## config.mk

```make
export PLATFORM = sky130hd
export DESIGN_NAME = serial_tx_frame
export DESIGN_NICKNAME = d
export VERILOG_FILES = /design/src/rtl/serial_pkg.sv /design/src/rtl/bit_timer.sv /design/src/rtl/serial_tx_frame.sv
export SDC_FILE = /design/constraint.sdc
export NUM_CORES = 1
export LEC_CHECK = 0
export ABC_AREA = 1
export CAP_MARGIN = 20
export CELL_PAD_IN_SITES_DETAIL_PLACEMENT = 1
export CELL_PAD_IN_SITES_GLOBAL_PLACEMENT = 1
export CORE_ASPECT_RATIO = 1.25
export CORE_MARGIN = 2
export CORE_UTILIZATION = 31
export CTS_CLUSTER_SIZE = 12
export DETAILED_ROUTE_END_ITERATION = 12
export GPL_TIMING_DRIVEN = 0
export PLACE_DENSITY_LB_ADDON = 0.25
export SETUP_SLACK_MARGIN = 0.15
export SLEW_MARGIN = 10
export SYNTH_ARGS = -nofsm -noshare
export SYNTH_HDL_FRONTEND = slang
export SYNTH_HIERARCHICAL = 1
export SYNTH_SLANG_ARGS = --single-unit
```

## constraint.sdc

```tcl
create_clock -name clk -period 2.1 [get_ports clk]
set_clock_uncertainty 0.05 [all_clocks]
set_input_delay 0.21 -clock clk [delete_from_list [all_inputs] [get_ports clk]]
set_output_delay 0.21 -clock clk [all_outputs]
set_load 0.02 [all_outputs]
```

## src/rtl/serial_pkg.sv

```systemverilog
// Shared types and constants for the framed serial transmitter.
package serial_pkg;

    typedef enum logic [2:0] {
        StIdle,
        StStart,
        StData,
        StParity,
        StStop
    } state_e;

    localparam logic IDLE_LEVEL  = 1'b1;
    localparam logic START_LEVEL = 1'b0;

    // Counter width that still holds n-1, never narrower than one bit.
    function automatic int unsigned clog2_min1(input int unsigned n);
        return (n <= 2) ? 1 : $clog2(n);
    endfunction

endpackage

```

## src/rtl/bit_timer.sv

```systemverilog
// Counts clk cycles within one serial bit; tick marks the last cycle of the bit.
module bit_timer
    import serial_pkg::*;
#(
    parameter int unsigned CLKS_PER_BIT = 4
) (
    input  logic clk,
    input  logic rst,
    input  logic clear,
    output logic tick
);

    localparam int unsigned CntW = clog2_min1(CLKS_PER_BIT);
    localparam logic [CntW-1:0] LastCnt = CntW'(CLKS_PER_BIT - 1);

    logic [CntW-1:0] cnt_q, cnt_d;

    assign tick = (cnt_q == LastCnt);

    // Wrapping on tick restarts the count at every bit boundary and state change.
    always_comb begin
        cnt_d = cnt_q + CntW'(1);
        if (clear || tick) begin
            cnt_d = '0;
        end
    end

    always_ff @(posedge clk or posedge rst) begin
        if (rst) begin
            cnt_q <= '0;
        end else begin
            cnt_q <= cnt_d;
        end
    end

endmodule

```

## src/rtl/serial_tx_frame.sv

```systemverilog
// Parallel-in, serial-out framed transmitter: start bit, LSB-first data,
// optional even parity, stop bit. The line idles high.
module serial_tx_frame
    import serial_pkg::*;
#(
    parameter int unsigned DATA_W       = 8,
    parameter int unsigned CLKS_PER_BIT = 4,
    parameter int unsigned PARITY_EN    = 0
) (
    input  logic              clk,
    input  logic              rst,
    input  logic              load_valid,
    input  logic [DATA_W-1:0] load_data,
    output logic              load_ready,
    output logic              ser_out,
    output logic              busy,
    output logic              done
);

    localparam int unsigned IdxW = clog2_min1(DATA_W);
    localparam logic [IdxW-1:0] LastIdx = IdxW'(DATA_W - 1);

    state_e            state_q, state_d;
    logic              ser_q, ser_d;
    logic              done_q, done_d;
    logic              parity_q, parity_d;
    logic [DATA_W-1:0] shift_q, shift_d;
    logic [IdxW-1:0]   idx_q, idx_d;
    logic              bit_tick;

    bit_timer #(
        .CLKS_PER_BIT(CLKS_PER_BIT)
    ) u_bit_timer (
        .clk  (clk),
        .rst  (rst),
        .clear(state_q == StIdle),
        .tick (bit_tick)
    );

    // ser_d carries the level of the state being entered, so the line is registered.
    always_comb begin
        state_d  = state_q;
        ser_d    = ser_q;
        done_d   = 1'b0;
        parity_d = parity_q;
        shift_d  = shift_q;
        idx_d    = idx_q;
        unique case (state_q)
            StIdle: begin
                ser_d = IDLE_LEVEL;
                if (load_valid) begin
                    shift_d  = load_data;
                    parity_d = ^load_data;
                    idx_d    = '0;
                    state_d  = StStart;
                    ser_d    = START_LEVEL;
                end
            end
            StStart: begin
                if (bit_tick) begin
                    state_d = StData;
                    ser_d   = shift_q[0];
                end
            end
            StData: begin
                if (bit_tick) begin
                    if (idx_q == LastIdx) begin
                        if (PARITY_EN != 0) begin
                            state_d = StParity;
                            ser_d   = parity_q;
                        end else begin
                            state_d = StStop;
                            ser_d   = IDLE_LEVEL;
                        end
                    end else begin
                        shift_d = shift_q >> 1;
                        idx_d   = idx_q + IdxW'(1);
                        ser_d   = shift_d[0];
                    end
                end
            end
            StParity: begin
                if (bit_tick) begin
                    state_d = StStop;
                    ser_d   = IDLE_LEVEL;
                end
            end
            StStop: begin
                if (bit_tick) begin
                    state_d = StIdle;
                    ser_d   = IDLE_LEVEL;
                    done_d  = 1'b1;
                end
            end
            default: begin
                state_d = StIdle;
                ser_d   = IDLE_LEVEL;
            end
        endcase
    end

    always_ff @(posedge clk or posedge rst) begin
        if (rst) begin
            state_q  <= StIdle;
            ser_q    <= IDLE_LEVEL;
            done_q   <= 1'b0;
            parity_q <= 1'b0;
            shift_q  <= '0;
            idx_q    <= '0;
        end else begin
            state_q  <= state_d;
            ser_q    <= ser_d;
            done_q   <= done_d;
            parity_q <= parity_d;
            shift_q  <= shift_d;
            idx_q    <= idx_d;
        end
    end

    assign load_ready = (state_q == StIdle);
    assign busy       = (state_q != StIdle);
    assign ser_out    = ser_q;
    assign done       = done_q;

endmodule

```

==> metrics <==
Slew Limit Headroom 56.6%; Slew @ Worst Pin 0.651 ns; Post-Place Cells 187; fraction of registers with async set/reset 100%; share of cells above drive strength 1 10.4%; area of the multi-input gates 454 sq um; maximum clock frequency 0.539 GHz; CTS sink cnt 18; outcome finished clean; layout net count 169; Leak 0.667 nW; Max VDD drop 0.554 mV; # fillers 402; synthesized area 1010 sq um; vias after detailed routing 953; ant diodes 0; antenna-violating nets left 0; FF-to-FF setup slack 0.43 ns; syn_area_per_cell 7.44 sq um; crit path max fanout 6; Sw Share 44.9%; Psw 0.792 mW; Pint 0.972 mW; # port buffers 14; commonest cells in the netlist 53 x nand2_1, 22 x nand3_1, 17 x dfrtp_1; total track usage 16.3%; syn nets 150; Layout Cells excl Fill 191; clock buffer depth 2; Synth area leader dfrtp_1; Slew Viols, Final 0; final worst slack 0.245 ns; die area 3740 sq um; Power Dens Cells 1420 nW/um^2; Iter 0 DRT Violations 13; Seq pwr share 33.0%; vias in the first global route 1004; gate count of the mapped netlist 136; std cell rows 23; Routed wire per std cell 13.4 microns; Worst-Skew Late Latency 0.26 ns; detailed-route DRC error count 0; Post-DP HPWL 1870 microns; Layout area overhead 23.0%; Tmin final 1.85 ns; critical path launch point type register; clock root buffer clkbuf_8; HP Class in -> async; post-synth top area share 42.0%; R2R depth 8; Ports 15; hold slack 0.0745 ns; pin count of the biggest net entering global routing 17; sequential cell area fraction in the yosys report 44.6%; Synth cell types 16; initial antenna violation count 0; maxcap violations 0; hold buffers post-CTS 0; Setup-failing EPs final 0; Post-synth top flop dfrtp_1; worst reg2reg path endpoint idx_q[1]; Clock power frac 14.9%; drt total wl 2560 microns; Starting Density 32.0%; Final Hold Viols 0; FF/Latch Area 452 sq um; Logic pwr share 52.1%; final period utilization 88.3%; final setup TNS 0 ns; number of buffers created by CTS 3; most frequent cell after synthesis nand2_1; CTS tree yes; RSZ-0062 raised after global routing false; Pre-antenna DRT Iters 4; worst slack, placed 0.297 ns; worst r2r src idx_q[0]; CP arrival 1.59 ns; Crit path required time 1.84 ns; Post-synth EDFFs 0; utilization after layout 39.3%; CP Class reg -> out; total gr overflow 0; largest cells by area after synthesis dfrtp_1 42%, nand2_1 20%, nand3_1 11%; Synth warnings 6; GP Congestion 0.775; synthesized flop and latch total 18; Core ar. 3170 sq um; CTS clk-pin slew, worst paths 0.07 ns; CTS HTree Levels 1; die extent in y 67.9 microns; first-pass GRT wire length 4350 microns; die width 55.1 microns; Vias/cell 4.99; CP endpoint kind output pin
logic make-up after synthesis:
kind of cell    Yosys count  share of synthesized area, %
compound gates            1                         0.494
flops                    18                          44.6
buf+inv                  21                          10.8
fa+ha+maj                 3                          3.71
simple gates             93                          40.4
cells in the final DEF (no fill, tap or decap):
master and count:
nand4_1 5, dfstp_2 1, nand3_2 2, a21oi_1 1, nor2_2 2, inv_1 14
nand2_1 53, nor2_1 6, ha_1 3, nand2_2 1, dlygate4sd2_1 1, dfrtp_1 17
inv_2 1, nand3_1 22, buf_4 4, clkdlybuf4s50_1 13, clkbuf_8 3, buf_6 2
nor3_1 2, clkbuf_1 1
state kept, by name, indices dropped and copies added, names as in the netlist:
register and cells:
ser_out 1, shift_q 8, u_bit_timer/cnt_q 2, state_q 3
idx_q 3, done 1
routing by layer:
metal | up-vias | GRT usage (%) | wire length [microns]
met5 | - | 0 | 0
met4 | 0 | 5.49 | 40
met3 | 4 | 1.97 | 84
met2 | 18 | 31.7 | 1390
met1 | 469 | 17.2 | 1040
li1 | 462 | - | -
power groups by stage:
stage | Sequential, mW | Combinational (mW) | Clock, mW
floorplan | 0.576 | 0.664 | 0
global placement | 0.581 | 0.915 | 0
detailed placement | 0.587 | 0.941 | 0
CTS | 0.583 | 0.940 | 0.272
global route | 0.601 | 1.06 | 0.287
finish | 0.582 | 0.920 | 0.263
worst max-delay path: stages (launching register included):
cell and delay, ns:
dfrtp_1 0.45, inv_1 0.10, nand2_1 0.15, clkdlybuf4s50_1 0.63
final cells by class:
| class | count | area share, % |
|---|---|---|
| plain buffers | 6 | 4.22 |
| clock buffers | 4 | 3.62 |
| inverters | 15 | 4.52 |
| multi-input cells | 97 | 36.5 |
| flip-flops and latches | 18 | 36.3 |
| well taps | 37 | 3.72 |
| repair buffers | 14 | 11.2 |
what timing repair did:
action | 4_1_cts | 5_1_grt
resized for setup | 2 | 0
setup buffers | 0 | 0
endpoints found under the setup margin | 1 | 0
endpoints found under the hold margin | 0 | 0
metrics by stage:
step | cell area [sq um] | power (mW)
final | 1240 | 1.76
after floorplan | 1010 | 1.24
after global routing | 1240 | 1.95
after global placement | 1200 | 1.50
after CTS | 1240 | 1.80
after detailed placement | 1200 | 1.53
worst max path at each step:
stage                           from          to  slack (ns)
after floorplan             idx_q[0]  shift_q[7]        0.63
after CTS                 state_q[2]        busy        0.23
after global placement    state_q[1]  load_ready        0.29
final                     state_q[2]        busy        0.25
after global routing      state_q[2]        busy        0.16
after detailed placement  state_q[1]  load_ready        0.30
Note: power is estimated with default switching activity, not from simulation.
